$ cat src/rtl/rd_arb_if.sv
// Command/data bus between the read arbiter and the DDR read controller.
interface rd_arb_if #(
  parameter int CTRL_ADDR_WIDTH = 28,
  parameter int MEM_DQ_WIDTH    = 16
);
  logic [CTRL_ADDR_WIDTH-1:0] read_addr;
  logic [3:0]                 read_id;
  logic [3:0]                 read_len;
  logic                       read_en;
  logic                       read_ready;
  logic                       read_done_p;
  logic [MEM_DQ_WIDTH*8-1:0]  read_rdata;
  logic                       read_rdata_en;

  modport master (
    output read_addr, read_id, read_len, read_en, read_ready,
    input  read_done_p, read_rdata, read_rdata_en
  );
  modport slave (
    input  read_addr, read_id, read_len, read_en, read_ready,
    output read_done_p, read_rdata, read_rdata_en
  );
endinterface

$ cat src/rtl/rd_arb.sv
// Round-robin read arbiter: three requesters share one DDR read controller,
// with per-transaction beat accounting and a sticky beat-mismatch flag.
module rd_arb #(
  parameter int CTRL_ADDR_WIDTH = 28,
  parameter int MEM_DQ_WIDTH    = 16
) (
  input  logic                         clk,
  input  logic                         rst_n,
  input  logic [2:0]                   req_valid,
  input  logic [3*CTRL_ADDR_WIDTH-1:0] req_addr,
  input  logic [11:0]                  req_len,
  output logic [2:0]                   req_ack,
  output logic [MEM_DQ_WIDTH*8-1:0]    req_rdata,
  output logic [2:0]                   req_rdata_en,
  output logic [2:0]                   req_done,
  output logic                         busy,
  output logic                         err_beat,
  rd_arb_if.master                     rd
);
  typedef enum logic [1:0] {IDLE, ISSUE, WAIT} state_t;

  state_t     state, state_nxt;
  logic [1:0] owner, last_grant, grant;
  logic       grant_vld;
  logic [4:0] beat_cnt, beat_cnt_nxt, beat_exp;
  logic       beat_ok;

  assign beat_exp     = {1'b0, rd.read_len} + 5'd1;
  assign beat_ok      = (state == WAIT) && rd.read_rdata_en && (beat_cnt < beat_exp);
  assign beat_cnt_nxt = beat_cnt + {4'd0, beat_ok};

  // Search starts just after the previous owner so every requester gets a turn.
  always_comb begin
    int         i_rr;
    logic [1:0] idx;
    grant     = 2'd0;
    grant_vld = 1'b0;
    i_rr      = 0;
    idx       = 2'd0;
    for (int k = 0; k < 3; k++) begin
      i_rr = (int'(last_grant) + 1 + k) % 3;
      idx  = i_rr[1:0];
      if (!grant_vld && req_valid[idx]) begin
        grant     = idx;
        grant_vld = 1'b1;
      end
    end
  end

  always_ff @(posedge clk or negedge rst_n) begin
    if (!rst_n) state <= IDLE;
    else        state <= state_nxt;
  end

  always_comb begin
    state_nxt     = state;
    busy          = (state != IDLE);
    rd.read_en    = (state == ISSUE);
    rd.read_ready = 1'b1;
    case (state)
      IDLE:    if (grant_vld) state_nxt = ISSUE;
      ISSUE:   state_nxt = WAIT;
      WAIT:    if (rd.read_done_p) state_nxt = IDLE;
      default: state_nxt = IDLE;
    endcase
  end

  assign req_rdata = rd.read_rdata;

  // Data-valid goes only to the current owner; excess beats are swallowed.
  genvar gi;
  generate
    for (gi = 0; gi < 3; gi++) begin : g_den
      assign req_rdata_en[gi] = beat_ok && (owner == 2'(gi));
    end
  endgenerate

  always_ff @(posedge clk or negedge rst_n) begin
    if (!rst_n) begin
      owner        <= 2'd0;
      last_grant   <= 2'd2;
      beat_cnt     <= 5'd0;
      req_ack      <= 3'd0;
      req_done     <= 3'd0;
      err_beat     <= 1'b0;
      rd.read_addr <= '0;
      rd.read_id   <= 4'd0;
      rd.read_len  <= 4'd0;
    end else begin
      req_ack  <= 3'd0;
      req_done <= 3'd0;
      case (state)
        IDLE: if (grant_vld) begin
          owner        <= grant;
          rd.read_addr <= req_addr[32'(grant)*CTRL_ADDR_WIDTH +: CTRL_ADDR_WIDTH];
          rd.read_len  <= req_len[32'(grant)*4 +: 4];
          rd.read_id   <= {2'b00, grant};
          req_ack      <= 3'b001 << grant;
        end
        ISSUE: beat_cnt <= 5'd0;
        WAIT: begin
          beat_cnt <= beat_cnt_nxt;
          if (rd.read_done_p) begin
            req_done   <= 3'b001 << owner;
            last_grant <= owner;
          end
        end
        default: ;
      endcase
      // A coincident last beat is already in beat_cnt_nxt, so it is not short.
      if ((rd.read_rdata_en && !beat_ok) ||
          ((state == WAIT) && rd.read_done_p && (beat_cnt_nxt < beat_exp)))
        err_beat <= 1'b1;
    end
  end
endmodule

$ cat src/flat_wrapper.sv
// flat-port wrapper written by rule: the top's interface ports become plain ports
module rd_arb_flat 
#(
  parameter int CTRL_ADDR_WIDTH = 28,
  parameter int MEM_DQ_WIDTH    = 16
)
  (clk, rst_n, req_valid, req_addr, req_len, req_ack, req_rdata, req_rdata_en, req_done, busy, err_beat, rd_read_addr, rd_read_id, rd_read_len, rd_read_en, rd_read_ready, rd_read_done_p, rd_read_rdata, rd_read_rdata_en);
  rd_arb_if #(.CTRL_ADDR_WIDTH(CTRL_ADDR_WIDTH), .MEM_DQ_WIDTH(MEM_DQ_WIDTH)) rd_i ();
  input  logic clk;
  input  logic rst_n;
  input  logic [2:0] req_valid;
  input  logic [3*CTRL_ADDR_WIDTH-1:0] req_addr;
  input  logic [11:0] req_len;
  output logic [2:0] req_ack;
  output logic [MEM_DQ_WIDTH*8-1:0] req_rdata;
  output logic [2:0] req_rdata_en;
  output logic [2:0] req_done;
  output logic busy;
  output logic err_beat;
  output wire logic [$bits(rd_i.read_addr)-1:0] rd_read_addr;
  output wire logic [$bits(rd_i.read_id)-1:0] rd_read_id;
  output wire logic [$bits(rd_i.read_len)-1:0] rd_read_len;
  output wire logic [$bits(rd_i.read_en)-1:0] rd_read_en;
  output wire logic [$bits(rd_i.read_ready)-1:0] rd_read_ready;
  input wire logic [$bits(rd_i.read_done_p)-1:0] rd_read_done_p;
  input wire logic [$bits(rd_i.read_rdata)-1:0] rd_read_rdata;
  input wire logic [$bits(rd_i.read_rdata_en)-1:0] rd_read_rdata_en;
  assign rd_read_addr = rd_i.read_addr;
  assign rd_read_id = rd_i.read_id;
  assign rd_read_len = rd_i.read_len;
  assign rd_read_en = rd_i.read_en;
  assign rd_read_ready = rd_i.read_ready;
  assign rd_i.read_done_p = rd_read_done_p;
  assign rd_i.read_rdata = rd_read_rdata;
  assign rd_i.read_rdata_en = rd_read_rdata_en;
  rd_arb #(.CTRL_ADDR_WIDTH(CTRL_ADDR_WIDTH), .MEM_DQ_WIDTH(MEM_DQ_WIDTH)) u_core (.clk(clk), .rst_n(rst_n), .req_valid(req_valid), .req_addr(req_addr), .req_len(req_len), .req_ack(req_ack), .req_rdata(req_rdata), .req_rdata_en(req_rdata_en), .req_done(req_done), .busy(busy), .err_beat(err_beat), .rd(rd_i));
endmodule
$ cat config.mk
export PLATFORM = sky130hd
export DESIGN_NAME = rd_arb_flat
export DESIGN_NICKNAME = d
export VERILOG_FILES = /design/src/rtl/rd_arb_if.sv /design/src/rtl/rd_arb.sv /design/src/flat_wrapper.sv
export SDC_FILE = /design/constraint.sdc
export NUM_CORES = 1
export LEC_CHECK = 0
export ABC_AREA = 1
export CORE_AREA = 2 2 156 158
export CTS_CLUSTER_DIAMETER = 80
export DETAILED_ROUTE_END_ITERATION = 10
export DIE_AREA = 0 0 158 160
export GPL_ROUTABILITY_DRIVEN = 0
export SETUP_SLACK_MARGIN = 0.05
export SLEW_MARGIN = 40
export SYNTH_ARGS = -nofsm -noshare
export SYNTH_HDL_FRONTEND = slang
export SYNTH_SLANG_ARGS = --single-unit
$ cat constraint.sdc
create_clock -name clk -period 3.85 [get_ports clk]
set_input_delay 0.77 -clock clk [delete_from_list [all_inputs] [get_ports clk]]
set_output_delay 0.77 -clock clk [all_outputs]
set_load 0.005 [all_outputs]
==> run summary <==
post-synthesis register bit count: 50
GRT overflow: 0
FF+latch area: 1250 µm²
sequential area share after synthesis: 0.269
IO buf count: 148
fillcell total: 2,734
fin cells: 1,001
Clk Latency, worst-skew pair: 0.31 ns
1st-iter DRT viols: 233
largest net degree at the start of global routing: 36
max-cap violation count: 0
total I/O pin count: 408
most common cell after layout, fill and taps aside: nand2_1
first-pass GRT wire length: 21,700 µm
Internal: 2.24 mW
Sw Pwr: 2.47 mW
drt drc: 0
fmax: 298 MHz
WP data required: 3.08 ns
clock buffer depth: 2
Syn Area/Cell: 7.01 µm²
hpwl dp: 11,000 µm
Sinks on Clock Net: 50
diodes inserted: 0
commonest non-fill, non-tap cells in the layout: 159 x nand2_1, 147 x clkdlybuf4s50_1, 118 x inv_1
WHS: 0.433 ns
Hold Crit Class: in2async
period utilization: 0.870
CTS tree: yes
post-place instance area: 5460 µm²
setup_tns: 0 ns
Mapped Cells: 665
minimum clock period: 3.35 ns
fin nets: 919
Worst VDD drop: 0.000567 V
Comb pwr share: 0.697
core area: 23,800 µm²
setup repair bufs after CTS: 0
# rows: 57
Cell Area, Synth: 4660 µm²
Die Area: 25,300 µm²
Vias/cell: 3.94
vias in the first global route: 3,713
final hold violation count: 0
Worst Path Arrival: 2.58 ns
relative slew slack: 0.589
Startpoint Class: flop
DR vias: 3,945
Placed Cells: 993
Power Density: 839 nW/µm²
GRT Total Usage: 0.115
ANT nets after route: 0
Power, Total: 4.71 mW
cts bufs inserted: 5
Cell variety after synth: 33
total wire length: 14,800 µm
Clock H-tree levels: 2
status: completed
layout cell share with drive strength beyond 1: 0.0827
P&R area growth vs syn: 20.4%
Final setup viols: 0
Worst Setup SP: u_core.rd.read_len[0]$_DFFE_PN0P_
area occupied by multi-input gates: 1800 µm²
critical path capture point type: primary output
CTS clk-pin slew, worst paths: 0.07 ns
WL per Instance: 14.8 µm
die height: 160 µm
hold buffers post-CTS: 0
post-CTS resize count: 0
Clock Skew: 0.00861 ns
sequential share of power: 0.200
drt first pass iters: 4
Starting Density: 0.196
leak pwr: 2.80 nW
r2r startpoint: u_core.rd.read_len[0]$_DFFE_PN0P_
design area: 5610 µm²
initial antenna violation count: 0
Setup CP Type: reg2out
RSZ-0062 raised after global routing: false
worst-margin pin slew: 0.616 ns
Clock Tree Root: clkbuf_16
die width: 158 µm
crit-path max FO: 6
switching share of power: 0.525
clock share of power: 0.104
yosys warns: 0
Slew Limit Fails: 0
-- cells in the mapped netlist, drive strengths merged --
library cell	number	area, µm²
nand2	164	643
buf	150	1140
inv	122	458
nand3	113	671
dfrtp	49	1230
o21ai	13	65.1
ha	12	150
nor2	9	50.1
clkbuf	4	15.0
nor3	4	20.0
o22ai	4	25.0
xor2	4	35.0
a21oi	3	15.0
nand4	3	46.3
conb	2	7.51
xnor2	2	17.5
a21boi	1	7.51
a31oi	1	12.5
and2	1	6.26
dfstp	1	26.3
nand3b	1	7.51
o21a	1	7.51
or2	1	6.26
-- worst max-delay path, stage by stage (launching register included) --
cell             delay [ns]
dfrtp_1                0.44
ha_1                   0.30
inv_1                  0.05
ha_1                   0.26
o21a_1                 0.10
o21ai_0                0.17
nand3b_1               0.11
nand2_1                0.07
nand2_1                0.11
nor3_1                 0.15
clkdlybuf4s50_1        0.52
-- power groups by stage --
stage	Sequential, mW	Combinational [mW]	Clock [mW]
final	0.940	3.28	0.489
after global routing	0.969	3.69	0.538
after CTS	0.943	3.36	0.519
after detailed placement	0.948	3.35	0
after global placement	0.945	3.31	0
after floorplan	0.928	2.37	0
-- area by class of cell --
| cell class | instances | area share |
|---|---|---|
| Clock buffer | 5 | 0.0223 |
| Multi-Input combinational cell | 340 | 0.321 |
| Inverter | 122 | 0.0816 |
| Sequential cell | 50 | 0.223 |
| Tap cell | 324 | 0.0722 |
| Timing Repair Buffer | 157 | 0.275 |
| Clock inverter | 3 | 0.00513 |
-- through the flow --
step                setup slack (ns)  utilization
floorplan                      0.949            -
global placement               0.733        0.229
detailed placement             0.642        0.229
CTS                            0.477        0.236
global route                   0.286        0.236
finish                         0.500        0.236
-- cell families after synthesis --
| group | after synthesis | synth area share |
|---|---|---|
| xor gates and xnor gates | 6 | 0.0113 |
| AOI/OAI and AO/OA | 23 | 0.0284 |
| adders and majority gates | 12 | 0.0322 |
| and+or+nand+nor | 296 | 0.311 |
| buffers and inverters | 276 | 0.347 |
| other | 2 | 0.00161 |
| DFF | 50 | 0.269 |
-- path summary, 6_finish.rpt --
kind | endpoint | slack, ns | depth (start not counted)
setup / recovery | req_rdata_en[0] | 0.50 | 10
hold / removal | u_core.rd.read_len[2]$_DFFE_PN0P_ | 0.43 | 2
setup reg to reg | u_core.err_beat$_DFFE_PN0P_ | 0.65 | 19
hold reg to reg | u_core.err_beat$_DFFE_PN0P_ | 0.47 | 2
max in group asynchronous | u_core.last_grant[1]$_DFFE_PN1P_ | 3.00 | 2
min in group clk | u_core.err_beat$_DFFE_PN0P_ | 0.47 | 2
-- state kept, by name, summed over array words and instances, names as in the netlist --
register	cells
u_core.err_beat	1
u_core.state	2
u_core.req_done	3
u_core.req_ack	3
u_core.last_grant	2
u_core.beat_cnt	5
u_core.owner	2
u_core.rd.read_addr	28
u_core.rd.read_len	4
-- routing by layer --
layer / part of all wire / global-route usage / vias up
li1: - / - / 1907
met1: 0.38 / 0.125 / 1786
met2: 0.48 / 0.190 / 195
met3: 0.098 / 0.0502 / 57
met4: 0.047 / 0.0557 / 0
met5: 0 / 0 / -
Power figures use the tool's default switching activity.
